===== src/rtl/ghost_mode_timer.sv =====
`default_nettype none
// ghost_mode_timer: per-second scatter/chase/jail schedule with frightened overlay
// and direction-reverse pulse, feeding the GhostMode code of ghost_mode. Rev 1.0
module ghost_mode_timer #(
    parameter int TICKS_PER_SEC  = 50_000_000,
    parameter int JAIL_SEC       = 3,
    parameter int SCATTER_SEC    = 7,
    parameter int SCATTER_SEC_L1 = 5,
    parameter int CHASE_SEC      = 20,
    parameter int FRIGHT_SEC     = 6,
    parameter int FRIGHT_SEC_L1  = 3,
    parameter int NUM_PAIRS      = 4
) (
    input  logic       clk_50mhz,
    input  logic       reset,
    input  logic       game_start,
    input  logic       level,
    input  logic       power_pellet,
    input  logic       ghost_eaten,
    input  logic       ghost_in_jail,
    input  logic       pacman_died,
    output logic [1:0] GhostMode,
    output logic       frightened,
    output logic       mode_changed,
    output logic [3:0] phase
);
    localparam int              PW          = (TICKS_PER_SEC > 1) ? $clog2(TICKS_PER_SEC) : 1;
    localparam logic [PW-1:0]   PRESC_MAX   = PW'(TICKS_PER_SEC - 1);
    localparam logic [3:0]      PHASE_END   = 4'(2 * NUM_PAIRS);
    localparam logic [4:0]      JAIL_LAST   = 5'(JAIL_SEC - 1);
    localparam logic [4:0]      SCAT_LAST   = 5'(SCATTER_SEC - 1);
    localparam logic [4:0]      SCAT1_LAST  = 5'(SCATTER_SEC_L1 - 1);
    localparam logic [4:0]      CHASE_LAST  = 5'(CHASE_SEC - 1);
    localparam logic [4:0]      FRT_LAST    = 5'(FRIGHT_SEC - 1);
    localparam logic [4:0]      FRT1_LAST   = 5'(FRIGHT_SEC_L1 - 1);

    typedef enum logic [2:0] {
        S_IDLE    = 3'd0,
        S_JAIL    = 3'd1,
        S_SCATTER = 3'd2,
        S_CHASE   = 3'd3,
        S_RETURN  = 3'd4
    } state_t;

    state_t        state, state_next;
    logic [PW-1:0] presc, presc_next;
    logic [4:0]    sched_sec, sched_next;   // schedule seconds, frozen while frightened/returning
    logic [4:0]    aux_sec, aux_next;       // jail or fright seconds (never both at once)
    logic [3:0]    phase_next;
    logic          fright_next, pulse_next, level_q, level_next;
    logic [1:0]    mode_next;

    logic       tick, timed, sched_run, sched_last, fright_last, jail_last;
    logic [4:0] sched_len_last;

    assign tick           = (presc == PRESC_MAX);
    assign timed          = (phase != PHASE_END);
    assign sched_len_last = (state == S_SCATTER) ? (level_q ? SCAT1_LAST : SCAT_LAST) : CHASE_LAST;
    assign sched_run      = ((state == S_SCATTER) || (state == S_CHASE)) && !frightened && timed;
    assign sched_last     = (sched_sec == sched_len_last);
    assign fright_last    = (aux_sec == (level_q ? FRT1_LAST : FRT_LAST));
    assign jail_last      = (aux_sec == JAIL_LAST);

    always_comb begin
        state_next  = state;
        phase_next  = phase;
        sched_next  = sched_sec;
        aux_next    = aux_sec;
        presc_next  = tick ? '0 : presc + PW'(1);
        fright_next = frightened;
        pulse_next  = 1'b0;
        level_next  = level_q;

        if (game_start || (pacman_died && state != S_IDLE)) begin
            state_next  = S_JAIL;
            phase_next  = '0;
            sched_next  = '0;
            aux_next    = '0;
            presc_next  = '0;
            fright_next = 1'b0;
            if (game_start) level_next = level;
        end else begin
            case (state)
                S_IDLE: presc_next = '0;
                S_JAIL: begin
                    if (tick) aux_next = aux_sec + 5'd1;
                    if (tick && jail_last) begin
                        state_next = (!phase[0] && timed) ? S_SCATTER : S_CHASE;
                        aux_next   = '0;
                    end
                end
                S_SCATTER, S_CHASE: begin
                    if (ghost_eaten && frightened) begin
                        state_next  = S_RETURN;
                        fright_next = 1'b0;
                        aux_next    = '0;
                        presc_next  = '0;
                    end else if (power_pellet) begin
                        fright_next = 1'b1;
                        aux_next    = '0;
                        presc_next  = '0;
                        pulse_next  = 1'b1;
                        // A second completing on this edge still counts; only expiry is pre-empted.
                        if (sched_run && tick && !sched_last) sched_next = sched_sec + 5'd1;
                    end else if (frightened) begin
                        if (tick) begin
                            if (fright_last) begin
                                fright_next = 1'b0;
                                aux_next    = '0;
                            end else begin
                                aux_next = aux_sec + 5'd1;
                            end
                        end
                    end else if (sched_run && tick) begin
                        if (sched_last) begin
                            sched_next = '0;
                            phase_next = phase + 4'd1;
                            // Final chase rolls into permanent chase: mode unchanged, so no reversal.
                            if (state == S_SCATTER) begin
                                state_next = S_CHASE;
                                pulse_next = 1'b1;
                            end else if (phase + 4'd1 != PHASE_END) begin
                                state_next = S_SCATTER;
                                pulse_next = 1'b1;
                            end
                        end else begin
                            sched_next = sched_sec + 5'd1;
                        end
                    end
                end
                S_RETURN: begin
                    presc_next = '0;
                    if (ghost_in_jail) begin
                        state_next = S_JAIL;
                        aux_next   = '0;
                    end
                end
                default: state_next = S_IDLE;
            endcase
        end
    end

    always_comb begin
        case (state_next)
            S_SCATTER: mode_next = 2'b01;
            S_CHASE:   mode_next = 2'b10;
            S_RETURN:  mode_next = 2'b11;
            default:   mode_next = 2'b00;
        endcase
    end

    always_ff @(posedge clk_50mhz or posedge reset) begin
        if (reset) state <= S_IDLE;
        else       state <= state_next;
    end

    always_ff @(posedge clk_50mhz or posedge reset) begin
        if (reset) begin
            presc        <= '0;
            sched_sec    <= '0;
            aux_sec      <= '0;
            phase        <= '0;
            frightened   <= 1'b0;
            mode_changed <= 1'b0;
            GhostMode    <= 2'b00;
            level_q      <= 1'b0;
        end else begin
            presc        <= presc_next;
            sched_sec    <= sched_next;
            aux_sec      <= aux_next;
            phase        <= phase_next;
            frightened   <= fright_next;
            mode_changed <= pulse_next;
            GhostMode    <= mode_next;
            level_q      <= level_next;
        end
    end
endmodule
`default_nettype wire

===== config.mk =====
export PLATFORM = sky130hd
export DESIGN_NAME = ghost_mode_timer
export DESIGN_NICKNAME = d
export VERILOG_FILES = /design/src/rtl/ghost_mode_timer.sv
export SDC_FILE = /design/constraint.sdc
export NUM_CORES = 1
export LEC_CHECK = 0
export CORE_MARGIN = 2
export CORE_UTILIZATION = 47
export DETAILED_ROUTE_END_ITERATION = 12
export GPL_TIMING_DRIVEN = 0
export HOLD_SLACK_MARGIN = 0.1
export PLACE_DENSITY = 0.62
export SLEW_MARGIN = 30
export SYNTH_ARGS = -nofsm -noshare
export SYNTH_HDL_FRONTEND = slang
export SYNTH_SLANG_ARGS = --single-unit

===== constraint.sdc =====
create_clock -name clk_50mhz -period 4.05 [get_ports clk_50mhz]
set_input_delay 1.215 -clock clk_50mhz [delete_from_list [all_inputs] [get_ports clk_50mhz]]
set_output_delay 1.215 -clock clk_50mhz [all_outputs]
set_load 0.005 [all_outputs]

==> results of run 1 <==
[final timing paths]
kind	startpoint	to	slack, ns	depth (start not counted)
worst max-delay path	pacman_died	presc[19]	1.01	9
worst min-delay path	presc[0]	presc[0]	0.49	1
worst max register to register	sched_sec[4]	GhostMode[0]	1.54	6
worst min register to register	presc[0]	presc[0]	0.49	1
max in group asynchronous	reset	sched_sec[3]	2.32	2
min in group asynchronous	reset	presc[2]	1.34	2
[critical path, cell delays in order]
cell             delay [ns]
clkdlybuf4s50_1        0.48
o31ai_1                0.09
and2b_1                0.19
buf_6                  0.14
nand3_1                0.16
or2_2                  0.14
clkbuf_1               0.26
clkbuf_1               0.42
nor2_1                 0.11
[cell usage after synthesis, types with 4 or more instances]
master    instances  area share
nand3_1          21       0.038
o21ai_0          12       0.021
ha_1              7       0.031
nor2_1           46       0.062
nand2_1          21       0.028
inv_1            12       0.016
xnor2_1           6       0.019
xor2_1           20       0.063
nand4_1           7       0.016
and3_1            8       0.018
and2_1            4      0.0090
or3_1             9       0.020
nor3_1           11       0.020
a21oi_1          12       0.021
and4_1            4       0.013
dfrtp_1          48        0.43
clkbuf_1          5      0.0067
a22o_1            6       0.019
[registers in the layout, indices dropped and copies added (netlist names)]
register / count
level_q: 1
mode_changed: 1
presc: 26
sched_sec: 5
aux_sec: 5
frightened: 1
phase: 4
GhostMode: 2
state: 3
[stage by stage]
stage               setup WS [ns]  utilization  cell area, µm²  std cells  hold WS [ns]
floorplan                    1.50            -            2800        306         0.455
global route                0.822        0.537            3140        403         0.527
CTS                         0.942        0.537            3140        403         0.499
detailed placement          0.613        0.518            3030        395         0.488
global placement            0.657        0.518            3030        395         0.477
finish                       1.01        0.537            3140        403         0.491
[final cells by class]
type	count	area share
Multi-Input combinational cell	236	0.472
Sequential cell	48	0.382
Timing Repair Buffer	14	0.0446
Tap cell	75	0.0299
Clock buffer	5	0.0219
Buffer	10	0.0207
Inverter	12	0.0151
Clock inverter	3	0.0135
[cell families (layout without fill, tap and decap cells)]
logic type / Yosys count / count (layout) / synth area share
compound gates: 47 / 47 / 0.119
mux: 2 / 2 / 0.00761
fa+ha+maj: 8 / 8 / 0.0349
simple gates: 153 / 153 / 0.288
xor+xnor: 26 / 26 / 0.0815
buf+inv: 22 / 44 / 0.0394
flops: 48 / 48 / 0.430
[layer usage]
layer,vias to the layer above,share of wire
met5,-,0
met4,0,0.0066
met3,4,0.022
met2,22,0.50
met1,1088,0.47
li1,1123,-
[power groups by stage]
stage | registers, W | clock network [W] | logic, W
5_1_grt | 0.000484 | 0.000378 | 0.0000483
6_report | 0.000483 | 0.000347 | 0.0000419
4_1_cts | 0.000483 | 0.000358 | 0.0000437
2_1_floorplan | 0.000492 | 0 | 0.0000272
3_5_place_dp | 0.000493 | 0 | 0.0000435
3_3_place_gp | 0.000493 | 0 | 0.0000429
==> flow_metrics.py, run 1 <==
metrics = {
    "routing": {
        "via_per_inst": 5.55,
        "drt-pass1-iter-count": 4,
        "wl_per_cell_um": 14.4,
        "drt_iter0_markers": 74,
        "drcViolationCount": 0,
        "drt_wl_total_mm": 5.79,
        "ant_nets": 0,
        "vias": 2237,
    },
    "power_and_ir_drop": {
        "ir_drop_mv": 0.209,
        "leakage_nw": 1.31,
        "p_per_area_nw_per_um2": 277,
        "internal_power_w": 0.000679,
        "finalPower_w": 0.000872,
        "power_frac_comb": 0.048,
        "pwr-share-clk": 0.398,
        "p_seq_frac": 0.554,
        "switching_share": 0.221,
        "power_switching_w": 0.000193,
    },
    "clock_network": {
        "clk_path_buf_depth": 2,
        "clock_latency_ns": 0.30,
        "path_clk_slew_ns": 0.09,
        "cts_tree": "done",
        "htree_num_levels": 2,
        "cts_sinks": 48,
        "cts_buffers": 5,
        "cts_setup_buffers": 0,
        "hold_buffers": 0,
        "cts_root_buf": "clkbuf_8",
        "cts.repair.resized": 0,
    },
    "synth": {
        "synth_area_per_cell_um2": 9.13,
        "synth_seq_cells": 48,
        "synth_cell_types": 52,
        "synthFlopType": "dfrtp_1",
        "async_flop_share": 1.00,
        "synthCells": 306,
        "syn_area_um2": 2800,
        "yosys_warnings": 0,
        "synth_seq_area_share": 0.430,
        "syn-num-nets": 321,
        "synth_edf_count": 0,
    },
    "sta": {
        "finalHoldViolCount": 0,
        "period_share": 0.752,
        "rsz0062_at_grt": "no",
        "setup_viol": 0,
        "maxSlewHeadroom": 0.501,
        "timing.fmax_ghz": 0.329,
        "max_slew.worst_pin.slew_ns": 0.743,
        "skew_ns": 0.00527,
        "tns_ns": 0,
        "finalCriticalPeriod_ns": 3.04,
        "drv_slew": 0,
    },
    "placement": {
        "dp_hpwl_mm": 4.16,
        "routabilityCongestion": 0.797,
        "portBuffers": 14,
    },
    "cells_and_area": {
        "drive_gt1_frac": 0.0762,
        "final_nets": 342,
        "synthToLayoutAreaGrowth_pct": 12.4,
        "antenna_cells": 0,
        "final_cell_mix": "dfrtp_1, nor2_1, nand2_1, nand3_1, xor2_1",
        "seq_area_um2": 1200,
        "layout.cells.most_common": "dfrtp_1",
        "fillCellCount": 546,
        "multi_input_area_um2": 1480,
    },
    "floorplan": {
        "die-area_um2": 6580,
        "die_w_um": 81.1,
        "die-height_um": 81.1,
        "start_util": 0.478,
        "design.core.area_um2": 5850,
        "io_pins": 16,
        "std_cell_rows": 28,
    },
    "global_route": {
        "grt_max_degree": 49,
        "grt_pass1_vias": 2113,
        "grt_use_total": 0.195,
        "grt-busiest-layer": "met2",
        "grt_pass1_wl_mm": 9.89,
        "grt-ovfl-total": 0,
        "grtUsageMet1": 0.243,
        "use_met2": 0.345,
        "use_met3": 0.0356,
        "grt_antenna_before_repair": 0,
    },
    "critical_path": {
        "crit_fanout": 10,
        "critPathLaunchType": "input pin",
        "crit_arrival_ns": 3.22,
        "cp-end-kind": "flip-flop",
        "crit_type": "input pin to flip-flop",
        "cp.required_ns": 4.22,
    },
    "outcome": {
        "status": "finished, final reports clean",
    },
    "min_path": {
        "hold_class": "flip-flop to flip-flop",
    },
    "run": {
        "maxCapViolations": 0,
    },
}
No activity file was read; power rests on OpenSTA's default activity.
==> run 2, diff against run 1 <==
==> constraint.sdc (replaced) <==
create_clock -name clk_50mhz -period 2.9 [get_ports clk_50mhz]
set_input_delay 0.87 -clock clk_50mhz [delete_from_list [all_inputs] [get_ports clk_50mhz]]
set_output_delay 0.87 -clock clk_50mhz [all_outputs]
set_load 0.005 [all_outputs]
==> results of run 2 <==
Same layout as run 1 (identical final DEF). Status: finished, final reports clean.
Main changes from that run: setup slack after placement 0.613 ns -> -0.192 ns; setup slack after layout 1.01 ns -> 0.201 ns; register-to-register setup slack 1.54 ns -> 0.39 ns; total power 0.000872 W -> 0.00122 W; worst IR drop on VDD 0.209 mV -> 0.292 mV
